===== src/rtl/pipe_arb.sv =====
// pipe_arb: round-robin arbiter sharing one clock-enabled pipe of LAT stages between two requesters.
// Defining PIPE_ARB_COUNT_EN adds saturating 8-bit per-requester result counters.
module pipe_arb #(
    parameter int unsigned DW  = 1,
    parameter int unsigned LAT = 4
) (
    input  logic          i_clk,
    input  logic          i_reset_n,
    input  logic          i_a_stb,
    input  logic [DW-1:0] i_a_data,
    input  logic          i_b_stb,
    input  logic [DW-1:0] i_b_data,
    output logic          o_a_busy,
    output logic          o_b_busy,
    output logic          o_pipe_ce,
    output logic [DW-1:0] o_pipe_data,
    input  logic [DW-1:0] i_pipe_data,
    output logic          o_a_stb,
    output logic [DW-1:0] o_a_data,
    output logic          o_b_stb,
    output logic [DW-1:0] o_b_data
`ifdef PIPE_ARB_COUNT_EN
    ,
    output logic [7:0]    o_a_count,
    output logic [7:0]    o_b_count
`endif
);

    typedef enum logic {
        OWN_A = 1'b0,
        OWN_B = 1'b1
    } owner_t;

    owner_t           last_grant;
    logic [LAT-1:0]   trk_vld;
    owner_t           trk_own [LAT];
    logic             grant_a;
    logic             grant_b;
    logic             tail_a;
    logic             tail_b;

    // Busy depends only on the other requester and the pointer, so there is no stb->busy loop.
    always_comb begin
        o_a_busy    = ~i_reset_n | (i_b_stb & (last_grant == OWN_A));
        o_b_busy    = ~i_reset_n | (i_a_stb & (last_grant == OWN_B));
        grant_a     = i_a_stb & ~o_a_busy;
        grant_b     = i_b_stb & ~o_b_busy;
        o_pipe_ce   = grant_a | grant_b | (|trk_vld);
        o_pipe_data = '0;
        if (grant_a)
            o_pipe_data = i_a_data;
        else if (grant_b)
            o_pipe_data = i_b_data;
        tail_a = trk_vld[LAT-1] & (trk_own[LAT-1] == OWN_A);
        tail_b = trk_vld[LAT-1] & (trk_own[LAT-1] == OWN_B);
    end

    always_ff @(posedge i_clk or negedge i_reset_n) begin
        if (!i_reset_n) begin
            last_grant <= OWN_B;
        end else if (grant_a) begin
            last_grant <= OWN_A;
        end else if (grant_b) begin
            last_grant <= OWN_B;
        end
    end

    // Tracker mirrors the pipe: it advances only on ce edges, so its tail lines up with i_pipe_data.
    always_ff @(posedge i_clk or negedge i_reset_n) begin
        if (!i_reset_n) begin
            trk_vld <= '0;
            for (int unsigned i = 0; i < LAT; i++)
                trk_own[i] <= OWN_A;
        end else if (o_pipe_ce) begin
            trk_vld    <= {trk_vld[LAT-2:0], grant_a | grant_b};
            trk_own[0] <= grant_b ? OWN_B : OWN_A;
            for (int unsigned i = 1; i < LAT; i++)
                trk_own[i] <= trk_own[i-1];
        end
    end

    always_ff @(posedge i_clk or negedge i_reset_n) begin
        if (!i_reset_n) begin
            o_a_stb  <= 1'b0;
            o_b_stb  <= 1'b0;
            o_a_data <= '0;
            o_b_data <= '0;
        end else begin
            o_a_stb <= tail_a;
            o_b_stb <= tail_b;
            if (tail_a)
                o_a_data <= i_pipe_data;
            if (tail_b)
                o_b_data <= i_pipe_data;
        end
    end

`ifdef PIPE_ARB_COUNT_EN
    always_ff @(posedge i_clk or negedge i_reset_n) begin
        if (!i_reset_n) begin
            o_a_count <= '0;
            o_b_count <= '0;
        end else begin
            if (tail_a && (o_a_count != '1))
                o_a_count <= o_a_count + 8'd1;
            if (tail_b && (o_b_count != '1))
                o_b_count <= o_b_count + 8'd1;
        end
    end
`endif

endmodule

===== config.mk =====
export PLATFORM = sky130hd
export DESIGN_NAME = pipe_arb
export DESIGN_NICKNAME = d
export VERILOG_FILES = /design/src/rtl/pipe_arb.sv
export SDC_FILE = /design/constraint.sdc
export NUM_CORES = 1
export LEC_CHECK = 0
export CORE_UTILIZATION = 39
export CTS_CLUSTER_DIAMETER = 40
export DETAILED_ROUTE_END_ITERATION = 6
export PLACE_DENSITY = 0.73
export SLEW_MARGIN = 20
export SYNTH_ARGS = -nofsm -noshare
export SYNTH_HDL_FRONTEND = slang
export SYNTH_SLANG_ARGS = --single-unit

===== constraint.sdc =====
create_clock -name i_clk -period 4.3 [get_ports i_clk]
set_clock_uncertainty 0.2 [all_clocks]
set_input_delay 0.86 -clock i_clk [delete_from_list [all_inputs] [get_ports i_clk]]
set_output_delay 0.86 -clock i_clk [all_outputs]
set_load 0.05 [all_outputs]

==> impl_metrics.yaml <==
clock_network:
  h-tree-depth: 1
  clockBufferDepth: 2
  clockRootBuffer: "clkbuf_4"
  insertion_delay_ps: 270
  clock_sinks: 13
  cts_buffers: 3
  clkTransAtPathRegs_ps: 70
  cts_setup_buffers: 0
  hold_buffers: 0
  tritoncts: "built"
  ctsResizeCount: 0
route:
  wl_per_cell_um: 11.9
  drc: 0
  vias: 330
  post_drt_via_cell_ratio: 4.78
  drt-initial-drc-count: 6
  routed_wirelength_um: 820
  drt_pre_antenna_iters: 4
  ant_nets: 0
place:
  finalWeightedCongestion: 0.638
  place_inst: 65
  portBuffers: 14
  dpl_cell_area_um2: 669
  place_hpwl_um: 570
  pre_cts_ws_ps: 686
timing:
  finalMaxSlewViolations: 0
  hold_viol_final: 0
  setup_viol: 0
  rsz0062_at_grt: "no"
  fin_tns_setup_ps: 0
  slew_headroom_pct: 66.7
  post-route-period-util_pct: 84.5
  whs_ps: 233
  finalCriticalPeriod_ps: 3630
  tightest_slew_ps: 498
  timing.fmax_mhz: 275
  setup_ws_ps: 667
global_route:
  grt_max_degree: 20
  antenna_found_initial: 0
  busiest_layer: "met1"
  use_met2_pct: 20.0
  grt_util_met3_pct: 5.23
  overflow: 0
  grt.total_usage_pct: 14.7
  grt_pass1_wl_um: 1390
  grt_pass1_vias: 312
  gr-usage-met1_pct: 20.2
layout:
  syn_to_final_growth_pct: 34.0
  fill_cells: 112
  final_area_um2: 696
  diodes: 0
  fin_cells: 69
  drive_gt1_share_pct: 25.5
  fin_nets: 63
synth:
  synth_common_cells: "dfrtp_1 (12), nand2_1 (4), nand3_1 (4), mux2_4 (3)"
  synth.most_common_cell: "dfrtp_1"
  netlist_area_um2: 519
  syn_inst: 39
  synth_flop_cell: "dfrtp_1"
  async_flop_share_pct: 100
  yosys.cell_types.count: 18
  synth_edf_count: 0
  synthTopCellsByArea: "dfrtp_1 (58%), mux2_4 (8.7%), dfstp_2 (5.1%)"
  yosys.area.top_type_share_pct: 57.8
  avgSynthCellArea_um2: 13.3
  synth_area_leader_cell: "dfrtp_1"
  synth_seq_cells: 13
  yosysSeqAreaShare_pct: 62.9
  synth_nets: 46
  ys_warn_count: 0
power:
  p_int_uw: 212
  power.leakage_nw: 0.318
  power.switching_uw: 102
  irDropWorstVdd_v: 0.000215
  p_clk_share_pct: 23.6
  seqPwrFrac_pct: 47.4
  powerDensity_nw_per_um2: 451
  swShare_pct: 32.6
  pwr-share-comb_pct: 29.0
setup_path:
  arrival_ps: 2570
  critical_path_class: "input port to primary output"
  critPathMaxStageDelay_ps: 830
  ff2ff_path_depth: 3
  crit_chain: "clkdlybuf4s50_1 > nand2_1 > nand3_1 > a21boi_0 > clkdlybuf4s50_1"
  crit_fanout: 4
  critPathRequiredTime_ps: 3240
  cpMostUsedCell: "clkdlybuf4s50_1"
  startpoint_type: "input port"
  worst_setup_path_end_kind: "primary output"
  crit_slowest_cell: "clkdlybuf4s50_1"
floorplanning:
  row_count: 12
  pin_count: 15
  dieArea_um2: 1480
  initial_core_util_pct: 44.3
  fp.dieH_um: 38.5
  core_area_um2: 1170
  die_x_um: 38.5
flow_run:
  max-cap-violations: 0
min_path:
  holdPathStages: 0
  hp-class: "flip-flop to flip-flop"
run_status:
  status: "finished clean"
path summary, 6_finish.rpt:
check	start	end	slack (ps)
worst max-delay path	i_a_stb	o_pipe_data	670
worst min-delay path	trk_vld[2]	trk_vld[3]	230
worst max register to register	trk_vld[1]	trk_own[0]	2810
worst min register to register	trk_vld[2]	trk_vld[3]	230
max in group asynchronous	i_reset_n	last_grant	2870
min in group asynchronous	i_reset_n	trk_own[0]	780
cell usage in the layout (no fill, tap or decap):
master and count:
clkbuf_4 3, o21ai_2 1, and2_1 1, nand2b_1 1, buf_4 2, clkdlybuf4s50_1 13, nor4_4 1, nand2_2 1
nand2_1 4, inv_1 1, nand3_1 4, mux2_4 3, dfstp_2 1, clkbuf_1 1, a21boi_0 1, a31oi_1 1
dfrtp_1 12, a21oi_1 1, mux2_2 2, nor2b_1 1
flip-flops by register name (all words and copies together), names as in the netlist:
register / count
trk_own: 4
trk_vld: 4
last_grant: 1
o_a_data: 1
o_a_stb: 1
o_b_data: 1
o_b_stb: 1
area by class of cell:
| type | instances | area, um2 | share of cell area (%) |
|---|---|---|---|
| repair buffers | 15 | 145 | 20.9 |
| clock buffers | 4 | 26.3 | 3.78 |
| well taps | 14 | 17.5 | 2.52 |
| inverters | 1 | 3.75 | 0.540 |
| flip-flops and latches | 13 | 327 | 46.9 |
| multi-input cells | 22 | 176 | 25.4 |
metal layers:
layer / routed length (um) / share of wire [%]
met1: 388 / 47
met2: 383 / 47
met3: 48 / 5.9
met4: 0 / 0
met5: 0 / 0
power groups by stage:
| stage | clock, mW | sequential [mW] | combinational, mW |
|---|---|---|---|
| 2_1_floorplan | 0 | 0.176 | 0.0334 |
| 3_3_place_gp | 0 | 0.151 | 0.0904 |
| 3_5_place_dp | 0 | 0.151 | 0.0914 |
| 4_1_cts | 0.0777 | 0.149 | 0.0917 |
| 5_1_grt | 0.0835 | 0.151 | 0.0970 |
| 6_report | 0.0742 | 0.149 | 0.0910 |
per-stage QoR:
stage | utilization [%] | total power, mW
6_report | 59.4 | 0.314
4_1_cts | 59.4 | 0.318
3_3_place_gp | 57.2 | 0.241
3_5_place_dp | 57.2 | 0.243
2_1_floorplan | - | 0.209
5_1_grt | 59.4 | 0.331
cell families after synthesis:
| group | share of synthesized area, % |
|---|---|
| AO/OA/AOI/OAI | 5.30 |
| buffers and inverters | 3.13 |
| flip-flops | 62.9 |
| multiplexers | 13.0 |
| AND/OR/NAND/NOR | 15.7 |
worst max-delay path, delay by kind of cell:
kind | cells | cell delay, ps
buf+inv | 2 | 1300
simple gates | 2 | 230
compound gates | 1 | 190
No activity file was read; power rests on OpenSTA's default activity.
